--- src/rtl/cen_period_monitor.sv ---
// Observes a single-cycle clock-enable stream, measures the idle clocks between
// enables, declares lock after LOCK_COUNT equal intervals and flags enable loss.
module cen_period_monitor #(
  parameter int unsigned LOCK_COUNT = 4
) (
  input  logic        clk,
  input  logic        rst,
  input  logic        i_cen,
  input  logic [31:0] i32_timeout,
  output logic [31:0] o32_period,
  output logic        or_period_valid,
  output logic        or_locked,
  output logic        or_timeout
);

  typedef enum logic [1:0] {
    S_IDLE    = 2'd0,
    S_MEASURE = 2'd1,
    S_LOCKED  = 2'd2,
    S_TIMEOUT = 2'd3
  } state_t;

  localparam logic [7:0] LOCK_N = 8'(LOCK_COUNT);

  state_t      state_q, state_d;
  logic [31:0] cnt_q, cnt_d;
  logic [31:0] period_q, period_d;
  logic [7:0]  match_q, match_d;
  logic        valid_q, valid_d;
  logic        locked_q, locked_d;
  logic        timeout_q, timeout_d;

  logic [32:0] cnt_inc;
  logic        tmo_hit;
  logic        same_period;
  logic [7:0]  match_next;
  logic        lock_hit;

  // Extra bit keeps the threshold compare and the saturation test overflow-free.
  assign cnt_inc     = {1'b0, cnt_q} + 33'd1;
  assign tmo_hit     = (i32_timeout != 32'd0) && (cnt_inc >= {1'b0, i32_timeout});
  assign same_period = (cnt_q == period_q) && (match_q != 8'd0);
  assign match_next  = !same_period        ? 8'd1 :
                       (match_q >= LOCK_N) ? LOCK_N : match_q + 8'd1;
  assign lock_hit    = (match_next >= LOCK_N);

  always_ff @(posedge clk) begin
    if (rst) begin
      state_q   <= S_IDLE;
      cnt_q     <= '0;
      period_q  <= '0;
      match_q   <= '0;
      valid_q   <= 1'b0;
      locked_q  <= 1'b0;
      timeout_q <= 1'b0;
    end else begin
      state_q   <= state_d;
      cnt_q     <= cnt_d;
      period_q  <= period_d;
      match_q   <= match_d;
      valid_q   <= valid_d;
      locked_q  <= locked_d;
      timeout_q <= timeout_d;
    end
  end

  always_comb begin
    state_d = state_q;
    unique case (state_q)
      S_IDLE: begin
        if (i_cen) state_d = S_MEASURE;
      end
      S_MEASURE, S_LOCKED: begin
        if (i_cen)        state_d = lock_hit ? S_LOCKED : S_MEASURE;
        else if (tmo_hit) state_d = S_TIMEOUT;
      end
      S_TIMEOUT: begin
        if (i_cen) state_d = S_MEASURE;
      end
      default: state_d = S_IDLE;
    endcase
  end

  always_comb begin
    cnt_d     = cnt_q;
    period_d  = period_q;
    match_d   = match_q;
    valid_d   = 1'b0;
    locked_d  = locked_q;
    timeout_d = timeout_q;
    unique case (state_q)
      S_IDLE: begin
        cnt_d = '0;
      end
      S_MEASURE, S_LOCKED: begin
        if (i_cen) begin
          cnt_d    = '0;
          period_d = cnt_q;
          valid_d  = 1'b1;
          match_d  = match_next;
          locked_d = lock_hit;
        end else begin
          cnt_d = cnt_inc[32] ? cnt_q : cnt_inc[31:0];
          if (tmo_hit) begin
            timeout_d = 1'b1;
            locked_d  = 1'b0;
            match_d   = '0;
          end
        end
      end
      S_TIMEOUT: begin
        // The outage interval is thrown away; this enable only re-arms.
        if (i_cen) begin
          cnt_d     = '0;
          timeout_d = 1'b0;
        end
      end
      default: cnt_d = '0;
    endcase
  end

  assign o32_period      = period_q;
  assign or_period_valid = valid_q;
  assign or_locked       = locked_q;
  assign or_timeout      = timeout_q;

endmodule

--- config.mk ---
export PLATFORM = sky130hd
export DESIGN_NAME = cen_period_monitor
export DESIGN_NICKNAME = d
export VERILOG_FILES = /design/src/rtl/cen_period_monitor.sv
export SDC_FILE = /design/constraint.sdc
export NUM_CORES = 1
export LEC_CHECK = 0
export BUFFER_PORTS_ARGS = -buffer_cell sky130_fd_sc_hd__buf_2
export CORE_ASPECT_RATIO = 1.5
export CORE_MARGIN = 4
export CORE_UTILIZATION = 30
export DETAILED_ROUTE_END_ITERATION = 6
export HOLD_SLACK_MARGIN = 0.12
export PLACE_DENSITY = 0.55
export SLEW_MARGIN = 20
export SYNTH_ARGS = -nofsm -noshare
export SYNTH_HDL_FRONTEND = slang
export SYNTH_SLANG_ARGS = --single-unit
--- constraint.sdc ---
create_clock -name clk -period 4.9 [get_ports clk]
set_clock_uncertainty 0.15 [all_clocks]
set_input_delay 0.245 -clock clk [delete_from_list [all_inputs] [get_ports clk]]
set_output_delay 0.245 -clock clk [all_outputs]
set_load 0.01 [all_outputs]
==> results of run 1 <==
## per-stage QoR
step                area, um^2   util  instances  hold slack (ns)
global route              5740  0.356        878            0.244
global placement          5400  0.335        862            0.317
CTS                       5740  0.356        878            0.188
finish                    5740  0.356        878            0.215
floorplan                 4910      -        624            0.183
detailed placement        5400  0.335        862            0.327
## worst reg2reg max path: cells and delay by family (launching register included)
kind | cells | cell delay [ns]
AO/OA/AOI/OAI | 4 | 1.03
XOR/XNOR | 1 | 0.17
adder cells (fa/ha/maj) | 1 | 0.30
flip-flops | 1 | 0.52
AND/OR/NAND/NOR | 6 | 2.14
## Yosys cell counts, types with 9 or more instances
cell type,n
nand2_1,91
nor2_1,28
a311oi_1,9
clkbuf_1,32
dfxtp_1,77
a21oi_1,57
nor4_1,23
nand4_1,19
xnor2_1,20
inv_1,40
a22oi_1,18
ha_1,36
buf_2,11
o21ai_0,12
nand3_1,17
xor2_1,42
## per-layer routing
| layer | routed length, um | vias to the layer above | track usage | part of all wire |
|---|---|---|---|---|
| met5 | 0 | - | 0 | 0 |
| met4 | 529 | 0 | 0.0804 | 0.034 |
| met3 | 459 | 27 | 0.0198 | 0.029 |
| met2 | 9050 | 101 | 0.337 | 0.57 |
| met1 | 5720 | 2235 | 0.169 | 0.36 |
| li1 | - | 2298 | - | - |
## state kept, by name (all words and copies together) (netlist names)
signal / cells
cnt_q: 32
match_q: 8
o32_period: 32
or_locked: 1
or_period_valid: 1
or_timeout: 1
state_q: 2
## kinds of logic after synthesis
family | count (synthesis) | synth area share
AND/OR/NAND/NOR | 230 | 0.237
AO/OA/AOI/OAI | 130 | 0.173
buffers and inverters | 88 | 0.0716
flip-flops | 77 | 0.314
XOR/XNOR | 62 | 0.111
adder cells (fa/ha/maj) | 36 | 0.0917
multiplexers | 1 | 0.00204
## placed cells by master (no fill, tap or decap), types with 2 or more instances in the layout
cell       netlist  final
or3_1            3      3
nor3_1           8      8
clkbuf_16        0      9
buf_2           11     69
clkinv_4         0      3
nor2_1          28     27
a31oi_1          4      3
a32oi_1          2      2
and4_1           6      6
a32o_1           7      7
ha_1            36     36
nand4_1         19     19
bufinv_16        0      2
a211oi_1         2      2
dfxtp_1         77     77
inv_1           40     40
a22oi_1         18     18
xor2_1          42     42
buf_4            2     11
a41oi_1          6      6
nor3b_1          5      5
a21oi_1         57     57
and2_1           5      4
o41ai_1          3      3
o21ai_0         12     12
nor4b_1          2      2
a311oi_1         9      9
nand2b_1         7      7
xnor2_1         20     20
and3_1           6      6
nor4_1          23     23
nor2b_1          2      2
o211ai_1         2      2
nand3_1         17     17
nand2_1         91     91
or4_1            2      2
## final cells by class
cell class | count | area, um^2
fillers | 1741 | 10400
multi-input cells | 459 | 3030
flip-flops and latches | 77 | 1540
repair buffers | 80 | 428
well taps | 206 | 258
clock buffers | 9 | 225
inverters | 40 | 150
clock inverters | 7 | 106
## how the worst max path moves through the flow
stage / start / cells after the start / slack (ns) / to
after global routing: cnt_q[12]$_SDFFE_PP0P_ / 12 / 0.04 / match_q[4]$_SDFFE_PP0P_
after floorplan: cnt_q[2]$_SDFFE_PP0P_ / 14 / 1.15 / match_q[3]$_SDFFE_PP0P_
final: cnt_q[2]$_SDFFE_PP0P_ / 12 / 0.48 / match_q[4]$_SDFFE_PP0P_
after global placement: cnt_q[2]$_SDFFE_PP0P_ / 12 / 0.59 / match_q[3]$_SDFFE_PP0P_
after CTS: cnt_q[2]$_SDFFE_PP0P_ / 12 / 0.50 / match_q[4]$_SDFFE_PP0P_
after detailed placement: cnt_q[2]$_SDFFE_PP0P_ / 12 / 0.51 / match_q[4]$_SDFFE_PP0P_
## power breakdown
| group | total (mW) | internal, mW | leakage, nW | switching, mW |
|---|---|---|---|---|
| Combinational | 0.0935 | 0.0298 | 1.75 | 0.0638 |
| Sequential | 0.630 | 0.628 | 0.621 | 0.00249 |
| Clock | 0.744 | 0.454 | 0.162 | 0.290 |
| Total | 1.47 | 1.11 | 2.54 | 0.356 |
==> metrics.txt, run 1 <==
CP max stage delay=0.73 ns; DRT Wirelength=15800 um; I/O Pins=70; Peak VDD IR=154 uV; Tot Pwr=1.47 mW; CP cell instances=nand4_1 > or4_1 > nor4_4 > nand3_1 > xnor2_1 > ha_1 > nand3_1 > nor4_1 > a311oi_1 > a41oi_1 > o21ai_1 > a32o_1; CTS Root Cell=clkbuf_16; area leader, netlist=dfxtp_1; die area=18500 um^2; outcome=finished, final reports clean; minimum clock period=4.42 ns; Row Count=57; WHS Path Cells=2; CTS tree=yes; FF+latch count, synth=77; FF-to-FF setup slack=0.48 ns; Final Max Slew Viols=0; Vert. Die Dim=165 um; CP bufs+invs=0; WL/cell=18.0 um; final period utilization=0.902; Nets=738; Sink Count=77; f_max=226 MHz; Post-route DRC=0; number of post-CTS setup repair buffers=0; r2r worst-path depth=12; Critical Path AT=4.50 ns; Final setup viols=0; leakage=2.54 nW; reg-to-reg endpoint=match_q[4]$_SDFFE_PP0P_; ratio of cells with drive above 1 in the final layout=0.155; Layout area overhead=16.9%; # hold bufs at CTS=0; chip width=112 um; Worst Hold Class=input port to register; Core ar.=16100 um^2; CP delay by family, top=simple AND/OR/NAND/NOR gates; Worst EP required=4.98 ns; DP Worst Slack=0.514 ns; H-tree Lvls=3; largest cells by area after synthesis=dfxtp_1 31%, ha_1 9.2%, xor2_1 7.5%, nand2_1 7.0%, a21oi_1 5.8%; DR iter-0 viols=297; Critical Path Fanout Max=10; worst min-delay path endpoint=match_q[1]$_SDFFE_PP0P_; ys async rst share=0; Starting Density=0.305; Antenna Cells=0; total gr overflow=0; Yosys top cell area share=0.314; largest net degree at the start of global routing=45; reg2reg start=cnt_q[2]$_SDFFE_PP0P_; Seq/Total Area, Yosys=0.314; Detailed Routing Iterations Pass 1=5; Num CTS Buffers=9; Primary FF master, synth=dfxtp_1; slowest stage cell on the critical path=or4_1; setup tns final=0 ns; Worst-Margin Slew=0.785 ns; initial antenna violation count=0; HP Start=i_cen; relative slew slack=0.469; Synth cell types=50; CP startpoint kind=register; Longest Clk Path Bufs=2; RSZ-0062 raised after global routing=no; kind of end point of the critical path=register; number of synthesized flops with an enable pin=0; Vias/cell=5.31; syn nets=695; Max-Cap Viols=0; Power Density=256 nW/um^2; vias in the first global route=4611; Final Wtd Congestion=0.839; clk slew on worst S/H paths=0.06 ns; Hold Fails Final Rpt=0; Ys Warns=0; Setup CP Type=register to register; clk_lat worst skew=0.34 ns; post_cts resized=0; Mapped Avg Cell Area=7.87 um^2; gr usage total=0.168; antenna viol nets, final=0; via count=4661; Netlist Area Pre-Place=4910 um^2; port buffer count=69; post-detail-place hpwl=12200 um; CP most frequent cell=nand3_1; Synth Instances=624; PnR worst setup slack=0.478 ns; first-pass GRT wire length=24400 um
Note: power is estimated with default switching activity, not from simulation.
==> run 2: changes to the inputs <==
--- a/config.mk
+++ b/config.mk
@@ -6,12 +6,15 @@
 export NUM_CORES = 1
 export LEC_CHECK = 0
 export BUFFER_PORTS_ARGS = -buffer_cell sky130_fd_sc_hd__buf_2
+export CELL_PAD_IN_SITES_DETAIL_PLACEMENT = 1
+export CELL_PAD_IN_SITES_GLOBAL_PLACEMENT = 1
 export CORE_ASPECT_RATIO = 1.5
 export CORE_MARGIN = 4
 export CORE_UTILIZATION = 30
+export CTS_CLUSTER_DIAMETER = 200
 export DETAILED_ROUTE_END_ITERATION = 6
 export HOLD_SLACK_MARGIN = 0.12
-export PLACE_DENSITY = 0.55
+export PLACE_DENSITY = 0.68
 export SLEW_MARGIN = 20
 export SYNTH_ARGS = -nofsm -noshare
 export SYNTH_HDL_FRONTEND = slang
==> run 2 against run 1 <==
Effect of this change: sequential power about the same; combinational power grew 2.2%; utilization decreased by 0.21 points; wire length increased by 6.5%; worst setup slack got worse by 0.063 ns; power shrank 3.1%; clock-buffer cell count is the same; die area stayed put; via count grew 2.0%; worst hold slack worse by 0.014 ns; critical path depth did not move; largest power group unchanged; highest routed layer unchanged.
==> metrics.txt, run 2 (same netlist as run 1, synthesis figures left out) <==
Final setup viols=0 (unchanged); Setup CP Type=register to register (unchanged); CTS Root Cell=clkbuf_16 (unchanged); met2 usage=0.362 (was 0.337); WL/cell=19.1 um (was 18.0 um); relative slew slack=0.371 (was 0.469); last element of the critical path=match_q[4]$_SDFFE_PP0P_ (unchanged); leading cell type in the layout, fill and taps excluded=nand2_1 (unchanged); reg-to-reg endpoint=match_q[4]$_SDFFE_PP0P_ (unchanged); vias in the first global route=5153 (was 4611); Critical Path Fanout Max=10 (unchanged); Power Density=249 nW/um^2 (was 256 nW/um^2); chip width=112 um (unchanged); PnR worst setup slack=0.416 ns (was 0.478 ns); initial antenna violation count=0 (unchanged); Cell Count, Final, Fillers Out=877 (was 878); Final Max Slew Viols=0 (unchanged); RSZ-0062 raised after global routing=no (unchanged); f_max=223 MHz (was 226 MHz); Design Area, Final=5710 um^2 (was 5740 um^2); FF-to-FF setup slack=0.42 ns (was 0.48 ns); Post-route DRC=0 (unchanged); via count=4754 (was 4661); DR iter-0 viols=231 (was 297); clk slew on worst S/H paths=0.06 ns (about the same); Antenna Cells=0 (unchanged); gr usage total=0.184 (was 0.168); CP startpoint kind=register (unchanged); reg2reg start=cnt_q[2]$_SDFFE_PP0P_ (unchanged); highest-count cells in the layout ignoring fill and taps=91 x nand2_1, 77 x dfxtp_1, 69 x buf_2 (unchanged); I/O Pins=70 (unchanged); minimum clock period=4.48 ns (was 4.42 ns); first-pass GRT wire length=26700 um (was 24400 um); DRT Wirelength=16800 um (was 15800 um); Worst EP required=4.98 ns (about the same); H-tree Lvls=3 (unchanged); Num CTS Buffers=9 (unchanged); kind of end point of the critical path=register (unchanged); clk_lat worst skew=0.34 ns (about the same); GR met1 Demand/Resource=0.182 (was 0.169); port buffer count=69 (unchanged); antenna viol nets, final=0 (unchanged); hold_ws=0.201 ns (was 0.215 ns); Max-Cap Viols=0 (unchanged); die area=18500 um^2 (unchanged); CTS tree=yes (unchanged); placed cell areas=5400 um^2 (about the same); Longest Clk Path Bufs=2 (unchanged); r2r worst-path depth=12 (unchanged); Vias/cell=5.42 (was 5.31); Hold Fails Final Rpt=0 (unchanged); largest net degree at the start of global routing=54 (was 45); outcome=finished, final reports clean (unchanged); Vert. Die Dim=165 um (unchanged); CP startpoint=cnt_q[2]$_SDFFE_PP0P_ (unchanged); Worst Hold Class=input port to register (unchanged); post_cts resized=0 (unchanged); Worst-Margin Slew=0.931 ns (was 0.785 ns); Nets=737 (was 738); Placed Cells=861 (was 862); Starting Density=0.305 (unchanged); Detailed Routing Iterations Pass 1=4 (was 5); DP Worst Slack=0.346 ns (was 0.514 ns); Core ar.=16100 um^2 (unchanged); met3 Track Usage GR=0.0264 (was 0.0198); leakage=2.52 nW (was 2.54 nW); Critical Path AT=4.56 ns (was 4.50 ns); final period utilization=0.915 (was 0.902); Final Wtd Congestion=0.861 (was 0.839); Peak VDD IR=172 uV (was 154 uV); total gr overflow=0 (unchanged); Sink Count=77 (unchanged); post-detail-place hpwl=13100 um (was 12200 um); global routing's busiest layer=met2 (unchanged); Layout area overhead=16.2% (was 16.9%); ratio of cells with drive above 1 in the final layout=0.152 (was 0.155); setup tns final=0 ns (unchanged); Row Count=57 (unchanged)
==> run 2: critical path: stages, from the launching register on <==
cell      delay, ns
dfxtp_1        0.54
nand4_1        0.17
or4_1          0.73
nor4_4         0.44
nand3_1        0.20
xnor2_1        0.17
ha_1           0.32
nand3_1        0.17
nor4_1         0.39
a311oi_1       0.19
a41oi_1        0.33
o21ai_1        0.27
a32o_1         0.29
==> run 2: layout make-up <==
cell class	instances	area, um^2
flip-flops and latches	77	1540
clock buffers	9	225
inverters	40	150
clock inverters	7	81.3
well taps	206	258
multi-input cells	459	3030
repair buffers	79	420
fillers	2019	10400
==> run 2: per-stage QoR <==
step	util	total power, mW
after floorplan	-	0.701
after global placement	0.335	0.735
after detailed placement	0.335	0.740
after CTS	0.354	1.44
after global routing	0.354	1.48
final	0.354	1.42
==> run 2: worst min path at each step <==
stage | start | end | cells after the start
5_1_grt | rst | cnt_q[1]$_SDFFE_PP0P_ | 2
6_report | rst | cnt_q[17]$_SDFFE_PP0P_ | 2
2_1_floorplan | rst | or_period_valid$_SDFF_PP0_ | 1
3_3_place_gp | or_locked$_SDFFE_PP0P_ | or_locked$_SDFFE_PP0P_ | 2
4_1_cts | rst | cnt_q[17]$_SDFFE_PP0P_ | 2
3_5_place_dp | or_timeout$_SDFFE_PP0P_ | or_timeout$_SDFFE_PP0P_ | 2
==> run 2: power by group <==
group	total (mW)	internal [mW]	switching, mW	leakage, nW
Combinational	0.0956	0.0304	0.0651	1.75
Clock	0.696	0.404	0.292	0.153
Sequential	0.631	0.628	0.00266	0.621
==> run 2: repair_timing <==
item                       4_1_cts  5_1_grt
setup endpoints to repair        0        3
hold buffers                     0        0
buffers inserted                 0        0
==> run 2: layer usage <==
metal | vias up | routed length (um)
met2 | 80 | 9430
met4 | 0 | 886
met1 | 2332 | 6150
met5 | - | 0
li1 | 2298 | -
met3 | 44 | 330
==> run 3: changes to the inputs <==
--- a/config.mk
+++ b/config.mk
@@ -5,6 +5,7 @@
 export SDC_FILE = /design/constraint.sdc
 export NUM_CORES = 1
 export LEC_CHECK = 0
+export ABC_AREA = 1
 export BUFFER_PORTS_ARGS = -buffer_cell sky130_fd_sc_hd__buf_2
 export CELL_PAD_IN_SITES_DETAIL_PLACEMENT = 1
 export CELL_PAD_IN_SITES_GLOBAL_PLACEMENT = 1
@@ -14,7 +15,7 @@
 export CTS_CLUSTER_DIAMETER = 200
 export DETAILED_ROUTE_END_ITERATION = 6
 export HOLD_SLACK_MARGIN = 0.12
-export PLACE_DENSITY = 0.68
+export PLACE_DENSITY = 0.7
 export SLEW_MARGIN = 20
 export SYNTH_ARGS = -nofsm -noshare
 export SYNTH_HDL_FRONTEND = slang
==> run 3 against run 2 <==
Effect of this change: highest routed layer unchanged; via count is 9.7% higher; sequential share of layout area is 1.5 points lower; flip-flop and latch count stayed put; maximum frequency is 16% higher; largest power group unchanged; power is 18% higher; die area is 6.3% higher; combinational power is 130% higher.
==> metrics.txt, run 3 <==
Vert. Die Dim=170 um (was 165 um); relative slew slack=0.255 (was 0.371); met2 usage=0.347 (was 0.362); antenna viol nets, final=0 (unchanged); Synth Instances=799 (was 624); Util after Layout=0.356 (was 0.354); main combinational cell family by area after synthesis=simple AND/OR/NAND/NOR gates (unchanged); initial antenna violation count=0 (unchanged); Worst EP required=5.02 ns (was 4.98 ns); top post-synthesis cells by count=188 x nand2_1, 108 x inv_1, 94 x nor2_1, 77 x dfxtp_1, 68 x a21oi_1 (was 91 x nand2_1, 77 x dfxtp_1, 57 x a21oi_1, 42 x xor2_1, 40 x inv_1); CTS Root Cell=clkbuf_16 (unchanged); Seq pwr share=0.400 (was 0.443); Num CTS Buffers=9 (unchanged); WL/cell=16.7 um (was 19.1 um); largest net degree at the start of global routing=41 (was 54); global routing's busiest layer=met2 (unchanged); Primary FF master, synth=dfxtp_1 (unchanged); Power Density=278 nW/um^2 (was 249 nW/um^2); Switching Share=0.269 (was 0.253); post-detail-place hpwl=14200 um (was 13100 um); first-pass GRT wire length=28700 um (was 26700 um); post_cts resized=0 (unchanged); Vias/cell=4.91 (was 5.42); CTS tree=yes (unchanged); number of synthesized flops with an enable pin=0 (unchanged); largest cells by area after synthesis=dfxtp_1 29%, nand2_1 13%, ha_1 8.6%, inv_1 7.7%, nor2_1 6.7% (was dfxtp_1 31%, ha_1 9.2%, xor2_1 7.5%, nand2_1 7.0%, a21oi_1 5.8%); fraction of the mapped netlist area in compound gates=0.114 (was 0.173); chip width=116 um (was 112 um); # hold bufs at CTS=0 (unchanged); Nets=918 (was 737); Synth Area in Simple Gates=0.316 (was 0.237); Row Count=58 (was 57); vias in the first global route=5467 (was 5153); adder-cell area share of the yosys netlist=0.0860 (was 0.0917); Final setup viols=0 (unchanged); ys async rst share=0 (unchanged); Post-route DRC=0 (unchanged); Starting Density=0.309 (was 0.305); hold_ws=0.141 ns (was 0.201 ns); minimum clock period=3.85 ns (was 4.48 ns); Critical Path AT=3.97 ns (was 4.56 ns); die area=19700 um^2 (was 18500 um^2); Core ar.=17000 um^2 (was 16100 um^2); ratio of cells with drive above 1 in the final layout=0.123 (was 0.152); Seq/Total Area, Yosys=0.294 (was 0.314); leading cell type in the layout, fill and taps excluded=nand2_1 (unchanged); placed cell areas=5690 um^2 (was 5400 um^2); final period utilization=0.786 (was 0.915); syn nets=870 (was 695); number of post-CTS setup repair buffers=0 (unchanged); Hold Fails Final Rpt=0 (unchanged); multi-input logic area=3110 um^2 (was 3030 um^2); clk_lat worst skew=0.34 ns (about the same); f_max=260 MHz (was 223 MHz); Peak VDD IR=164 uV (was 172 uV); Final Wtd Congestion=0.929 (was 0.861); CP startpoint kind=register (unchanged); Design Area, Final=6040 um^2 (was 5710 um^2); clk slew on worst S/H paths=0.07 ns (was 0.06 ns); Yosys top cell area share=0.294 (was 0.314); P_int=1.23 mW (was 1.06 mW); Worst-Margin Slew=1.12 ns (was 0.931 ns); Cell Count, Final, Fillers Out=1062 (was 877); gr usage total=0.186 (was 0.184); DRT Wirelength=17700 um (was 16800 um); FF+latch count, synth=77 (unchanged); Layout area overhead=15.2% (was 16.2%); number of fill cells in the layout=2258 (was 2019); Comb power frac=0.130 (was 0.067); total gr overflow=0 (unchanged); Mapped Avg Cell Area=6.56 um^2 (was 7.87 um^2); RSZ-0062 raised after global routing=no (unchanged); cell with the most instances after synthesis=nand2_1 (unchanged); highest-count cells in the layout ignoring fill and taps=188 x nand2_1, 107 x inv_1, 94 x nor2_1 (was 91 x nand2_1, 77 x dfxtp_1, 69 x buf_2); Netlist Area Pre-Place=5240 um^2 (was 4910 um^2); Setup CP Type=register to register (unchanged); xor/xnor share of the synthesized area=0.0786 (was 0.111); area leader, netlist=dfxtp_1 (unchanged); port buffer count=69 (unchanged); Critical Path Fanout Max=7 (was 10); H-tree Lvls=3 (unchanged); Switching Power=0.451 mW (was 0.360 mW); outcome=finished, final reports clean (unchanged); Antenna Cells=0 (unchanged); DR iter-0 viols=197 (was 231); Final Max Slew Viols=0 (unchanged); FF/Latch Area=1540 um^2 (unchanged); Worst Hold Class=input port to register (unchanged); met3 Track Usage GR=0.0185 (was 0.0264); setup tns final=0 ns (unchanged); Clock power frac=0.469 (was 0.489); GR met1 Demand/Resource=0.215 (was 0.182); kind of end point of the critical path=register (unchanged); mux contribution to synthesized area=0 (was 0.00204); leakage=2.93 nW (was 2.52 nW); I/O Pins=70 (unchanged); via count=5217 (was 4754); Sink Count=77 (unchanged); Longest Clk Path Bufs=2 (unchanged); Detailed Routing Iterations Pass 1=4 (unchanged); Synth cell types=38 (was 50); Max-Cap Viols=0 (unchanged); Ys Warns=0 (unchanged); Placed Cells=1046 (was 861)
==> run 3: final cells by class <==
class,instances,area share
repair buffers,71,0.0597
clock buffers,9,0.0373
flip-flops and latches,77,0.255
clock inverters,7,0.0203
multi-input cells,578,0.515
inverters,110,0.0684
well taps,210,0.0435
==> run 3: power by group through the flow <==
| stage | combinational, mW | sequential [mW] | clock [mW] |
|---|---|---|---|
| after floorplan | 0.130 | 0.689 | 0 |
| after global placement | 0.217 | 0.686 | 0 |
| after detailed placement | 0.221 | 0.686 | 0 |
| after CTS | 0.223 | 0.672 | 0.802 |
| after global routing | 0.251 | 0.675 | 0.829 |
| final | 0.219 | 0.672 | 0.788 |
==> run 3: per-layer routing <==
layer	up-vias	share of wire
met5	-	0
met3	30	0.027
met4	0	0.032
met2	91	0.54
met1	2467	0.41
li1	2629	-
==> run 3: cell families after synthesis <==
family,count (synthesis)
fa+ha+maj,36
flops,77
xor+xnor,47
buf+inv,144
compound gates,114
simple gates,381
==> run 3: per-stage QoR <==
stage	power, mW	worst slack [ns]
floorplan	0.819	1.89
global placement	0.903	1.04
detailed placement	0.907	0.992
CTS	1.70	0.962
global route	1.75	0.749
finish	1.68	1.05
==> run 3: path summary, 6_finish.rpt <==
check	from	end	slack (ns)	cells after the start
min	i_cen	state_q[1]$_SDFFE_PP0P_	0.14	4
max	cnt_q[0]$_SDFFE_PP0P_	state_q[1]$_SDFFE_PP0P_	1.05	22
min reg2reg	match_q[7]$_SDFFE_PP0P_	match_q[7]$_SDFFE_PP0P_	0.29	2
max reg2reg	cnt_q[0]$_SDFFE_PP0P_	state_q[1]$_SDFFE_PP0P_	1.05	22
==> run 3: worst max-delay path, stage by stage (launching register included) <==
cell	delay (ns)
dfxtp_1	0.47
ha_1	0.25
nand2_2	0.08
nor2_4	0.14
nand2_2	0.13
nor2_4	0.24
nand3_1	0.23
nor3_1	0.24
xor2_1	0.17
inv_1	0.08
ha_1	0.30
nand2_1	0.07
nor2_1	0.17
nand2_1	0.07
nor2_1	0.13
nand3_1	0.10
nand3_1	0.07
nor2_1	0.05
nand2_1	0.16
nand2_2	0.13
nand2_2	0.16
nand2_1	0.07
a21oi_1	0.11
